<file path="src/rtl/seg7_capture.sv">
// Multiplexed 7-segment reader: stabilises {seg_n, an_n} samples and decodes them to per-digit nibbles.
// Optional decimal-point capture enabled by defining SEG7_CAPTURE_DP_EN.
module seg7_capture #(
  parameter int unsigned DIGITS        = 4,
  parameter int unsigned STABLE_CYCLES = 4
) (
  input  logic                  clk,
  input  logic                  rst,
  input  logic [6:0]            seg_n,
  input  logic [DIGITS-1:0]     an_n,
`ifdef SEG7_CAPTURE_DP_EN
  input  logic                  seg_dp_n,
  output logic [DIGITS-1:0]     digit_dp,
`endif
  output logic [4*DIGITS-1:0]   value,
  output logic [DIGITS-1:0]     digit_valid,
  output logic                  update,
  output logic [2:0]            update_idx,
  output logic                  err
);

  localparam int unsigned RW = 8;
`ifdef SEG7_CAPTURE_DP_EN
  localparam int unsigned SW = 8 + DIGITS;
`else
  localparam int unsigned SW = 7 + DIGITS;
`endif

  logic [SW-1:0]          pins_c;
  logic [SW-1:0]          sample_q, prev_q;
  logic [RW-1:0]          run_q, run_d;
  logic                   committed_q, committed_d;
  logic [4*DIGITS-1:0]    value_q, value_d;
  logic [DIGITS-1:0]      valid_q, valid_d;
  logic                   update_q, update_d;
  logic                   err_q, err_d;
  logic [2:0]             idx_q, idx_d;
  logic [DIGITS-1:0]      an_s_c;
  logic [6:0]             seg_s_c;
  logic [4:0]             dec_c;
  logic                   fire_c;
`ifdef SEG7_CAPTURE_DP_EN
  logic [DIGITS-1:0]      dp_q, dp_d;

  assign pins_c = {seg_dp_n, seg_n, an_n};
`else
  assign pins_c = {seg_n, an_n};
`endif

  assign an_s_c  = sample_q[DIGITS-1:0];
  assign seg_s_c = sample_q[DIGITS+6:DIGITS];

  // Active-high segment code to {ok, nibble}; unknown codes return ok=0.
  function automatic logic [4:0] decode(input logic [6:0] seg);
    case (seg)
      7'h7E:   decode = 5'h10;
      7'h30:   decode = 5'h11;
      7'h6D:   decode = 5'h12;
      7'h79:   decode = 5'h13;
      7'h33:   decode = 5'h14;
      7'h5B:   decode = 5'h15;
      7'h5F:   decode = 5'h16;
      7'h70:   decode = 5'h17;
      7'h7F:   decode = 5'h18;
      7'h7B:   decode = 5'h19;
      7'h77:   decode = 5'h1A;
      7'h1F:   decode = 5'h1B;
      7'h4E:   decode = 5'h1C;
      7'h3D:   decode = 5'h1D;
      7'h4F:   decode = 5'h1E;
      7'h47:   decode = 5'h1F;
      default: decode = 5'h00;
    endcase
  endfunction

  assign dec_c = decode(~seg_s_c);

  // Run tracking on registered samples, then one commit per stable run.
  always_comb begin
    run_d       = run_q;
    committed_d = committed_q;
    value_d     = value_q;
    valid_d     = valid_q;
    update_d    = 1'b0;
    err_d       = 1'b0;
    idx_d       = idx_q;
    fire_c      = 1'b0;
`ifdef SEG7_CAPTURE_DP_EN
    dp_d        = dp_q;
`endif

    if (sample_q != prev_q) begin
      run_d       = RW'(1);
      committed_d = 1'b0;
    end else if (run_q < RW'(STABLE_CYCLES)) begin
      run_d = run_q + RW'(1);
    end

    fire_c = (run_d == RW'(STABLE_CYCLES)) && !committed_d;

    if (fire_c) begin
      committed_d = 1'b1;
      if ($onehot(~an_s_c)) begin
        for (int i = 0; i < DIGITS; i++) begin
          if (!an_s_c[i]) begin
            idx_d = 3'(i);
            if (dec_c[4]) begin
              value_d[4*i +: 4] = dec_c[3:0];
              valid_d[i]        = 1'b1;
              update_d          = 1'b1;
`ifdef SEG7_CAPTURE_DP_EN
              dp_d[i]           = ~sample_q[SW-1];
`endif
            end else begin
              valid_d[i] = 1'b0;
              err_d      = 1'b1;
            end
          end
        end
      end else if (!(&an_s_c)) begin
        // Several digits selected at once: flag it, touch no storage.
        err_d = 1'b1;
        idx_d = 3'd0;
      end
    end
  end

  always_ff @(posedge clk) begin
    if (rst) begin
      sample_q    <= '1;
      prev_q      <= '1;
      run_q       <= '0;
      committed_q <= 1'b0;
      value_q     <= '0;
      valid_q     <= '0;
      update_q    <= 1'b0;
      err_q       <= 1'b0;
      idx_q       <= 3'd0;
`ifdef SEG7_CAPTURE_DP_EN
      dp_q        <= '0;
`endif
    end else begin
      sample_q    <= pins_c;
      prev_q      <= sample_q;
      run_q       <= run_d;
      committed_q <= committed_d;
      value_q     <= value_d;
      valid_q     <= valid_d;
      update_q    <= update_d;
      err_q       <= err_d;
      idx_q       <= idx_d;
`ifdef SEG7_CAPTURE_DP_EN
      dp_q        <= dp_d;
`endif
    end
  end

  assign value       = value_q;
  assign digit_valid = valid_q;
  assign update      = update_q;
  assign err         = err_q;
  assign update_idx  = idx_q;
`ifdef SEG7_CAPTURE_DP_EN
  assign digit_dp    = dp_q;
`endif

endmodule

</file>
<file path="config.mk">
export PLATFORM = sky130hd
export DESIGN_NAME = seg7_capture
export DESIGN_NICKNAME = d
export VERILOG_FILES = /design/src/rtl/seg7_capture.sv
export SDC_FILE = /design/constraint.sdc
export NUM_CORES = 1
export LEC_CHECK = 0
export CORE_MARGIN = 1
export CORE_UTILIZATION = 53
export CTS_CLUSTER_SIZE = 28
export DETAILED_ROUTE_END_ITERATION = 10
export GPL_ROUTABILITY_DRIVEN = 0
export HOLD_SLACK_MARGIN = 0.03
export PLACE_DENSITY = 0.78
export RECOVER_POWER = 25
export SLEW_MARGIN = 20
export SYNTH_ARGS = -nofsm -noshare
export SYNTH_HDL_FRONTEND = slang
export SYNTH_SLANG_ARGS = --single-unit
</file>
<file path="constraint.sdc">
create_clock -name clk -period 7.8 [get_ports clk]
set_clock_uncertainty 0.2 [all_clocks]
set_input_delay 1.56 -clock clk [delete_from_list [all_inputs] [get_ports clk]]
set_output_delay 1.56 -clock clk [all_outputs]
set_load 0.02 [all_outputs]
</file>
==> impl_results.md <==
* Most frequent cells in the layout: dfxtp_1, clkdlybuf4s50_1, or2_2
* Worst-path clk slew at 0.09 ns
* Tmin final at 4.13 ns
* Run status: complete, but fails checks
* Die H at 71.6 um
* DP Cell Count at 336
* Syn-to-layout area delta at 17.1%
* Most used DFF post-synth: dfxtp_1
* Clock tree from TritonCTS: built
* Fin Hold WS at 0.260 ns
* Dpl cell area at 0.00291 sq mm
* Synth warnings at 0
* Worst Path Arrival at 4.17 ns
* Post-CTS Setup Inserts at 0
* Largest net degree at the start of global routing at 52
* Final instance area at 0.00300 sq mm
* Gate count after technology mapping at 263
* Initial antenna violation count at 0
* Vias per inst at 5.66
* Root Buffer: clkbuf_8
* Sequential-to-total area share from yosys stat at 0.429
* Critical Path Fanout Max at 51
* Slew headroom at -0.170
* Netlist Area Pre-Place at 0.00257 sq mm
* Share of post-route cells with drive strength above 1 at 0.151
* Cell Rows at 24
* Most common cell after layout, fill and taps aside: dfxtp_1
* Clk_lat worst skew at 0.30 ns
* Required @ worst endpoint at 7.85 ns
* Mean routed wirelength per cell at 14.3 um
* CP bufs+invs at 2
* Register Area at 0.00110 sq mm
* Count of input and output buffers at 36
* Crit path max-delay cell type: nor4_1
* Max Cap Viol at 1
* Share of flip-flops with an asynchronous set or reset at 0
* Yosys reg bits at 55
* Total grt overflow at 0
* Syn avg cell area at 9.76 sq um
* CTS sink cnt at 55
* Crit path launch type: primary input
* # hold bufs at CTS at 0
* Starting DRT DRC Count at 212
* Worst Tran Pin Value at 1.76 ns
* ANT cells at 0
* Setup violators final at 0
* Final wirelength at 4.90 mm
* Final Cycle Share at 0.529
* EDFF count, synth at 0
* IO Pins at 38
* DP Worst Slack at 4.14 ns
* Cells resized by post-CTS repair at 0
* Syn Nets at 281
* CP peak stage delay at 1.10 ns
* Hpwl dp at 3.31 mm
* Total power at 0.500 mW
* GRT Total Usage at 0.208
* H-tree level count at 2
* Peak VDD IR at 0.107 mV
* Crit path capture type: flip-flop
* Core box area at 0.00450 sq mm
* Fmax at 0.242 GHz
* Post-route setup slack at 3.67 ns
* Starting Density at 0.570
* First-pass GRT wire length at 8.42 mm
* Crit-path leading delay family: simple AND/OR/NAND/NOR gates
* Vias at 1,947
* First drt pass iteration count at 5
* Final hold violation count at 0
* Max Transition Viols Final at 52
* Num CTS Buffers at 5
* Final core area utilization at 0.667
* Die width at 71.6 um
* Unrepaired setup endpoints after global routing: false
* Failing checks: capacitance limit, slew limit
* Clock Path Buffers at 2
* Cell chain of the critical path: dlygate4sd3_1 -> clkbuf_1 -> nor4_1 -> and4_1
* P per Cell Area at 166 mW/mm^2
* Tightest Hold Check Type: reg2reg
* Leakage at 1.17 nW
* Non-Filler Instances at 344
* Post-synth cell types at 58
* Setup TNS at 0 ns
* DIE AREA at 0.00512 sq mm
* Critical path type: in2reg
* DRT antenna net count at 0
* Multi-input gate area at 0.00135 sq mm
* Vias in the first global route at 1,799
* DRC Markers at 0
* Number of fillers in the final layout at 352
* NumNets Final at 309
==> cell families (layout without fill, tap and decap cells) <==
logic type,after synthesis,in the layout,share of synthesized area
adders and majority gates,5,5,0.0273
other,1,1,0.00146
AOI/OAI and AO/OA,47,47,0.138
muxes,13,13,0.0507
xor gates and xnor gates,14,14,0.0536
DFF,55,55,0.429
buffers and inverters,23,52,0.0439
and+or+nand+nor,105,105,0.256
==> layout make-up <==
cell class              count  share of cell area
multi-input cells         185               0.450
inverters                   7             0.00875
clock buffers               7              0.0287
clock inverters             1             0.00292
well taps                  52              0.0217
repair buffers             37               0.121
flip-flops and latches     55               0.367
==> where the power goes <==
part	internal, mW	switching, mW
logic	0.0232	0.0188
registers	0.286	0.0117
clock network	0.0729	0.0871
==> layer usage <==
| metal | track usage | part of all wire | vias up |
|---|---|---|---|
| li1 | - | - | 975 |
| met1 | 0.301 | 0.50 | 911 |
| met2 | 0.319 | 0.44 | 54 |
| met3 | 0.0422 | 0.045 | 7 |
| met4 | 0.0588 | 0.010 | 0 |
| met5 | 0 | 0 | - |
==> final timing paths <==
kind                 startpoint             to  slack, ns  cells after the start
setup / recovery            rst            err       3.67                      4
hold / removal    update_idx[1]  update_idx[1]       0.26                      1
setup reg to reg    sample_q[0]       value[0]       4.35                      9
hold reg to reg   update_idx[1]  update_idx[1]       0.26                      1
==> sequential cells by signal, indices dropped and copies added, names as in the netlist <==
name,cells
digit_valid,4
update,1
run_q,8
committed_q,1
prev_q,11
update_idx,2
sample_q,11
err,1
value,16
==> Yosys cell counts (all sizes together), types with 4 or more instances <==
cell type	n	area [sq um]
a21oi	9	45.0
dfxtp	55	1100
o21ai	9	45.0
ha	4	50.1
and2	5	31.3
nor2	14	52.6
o211ai	5	52.6
inv	7	26.3
nand2	8	30.0
clkbuf	9	33.8
mux2i	13	130
nor3	6	35.0
or2	22	138
nor4	6	43.8
a22o	4	35.0
buf	7	52.5
xnor2	14	138
nand2b	15	93.8
nor2b	6	37.5
Note: power is estimated with default switching activity, not from simulation.
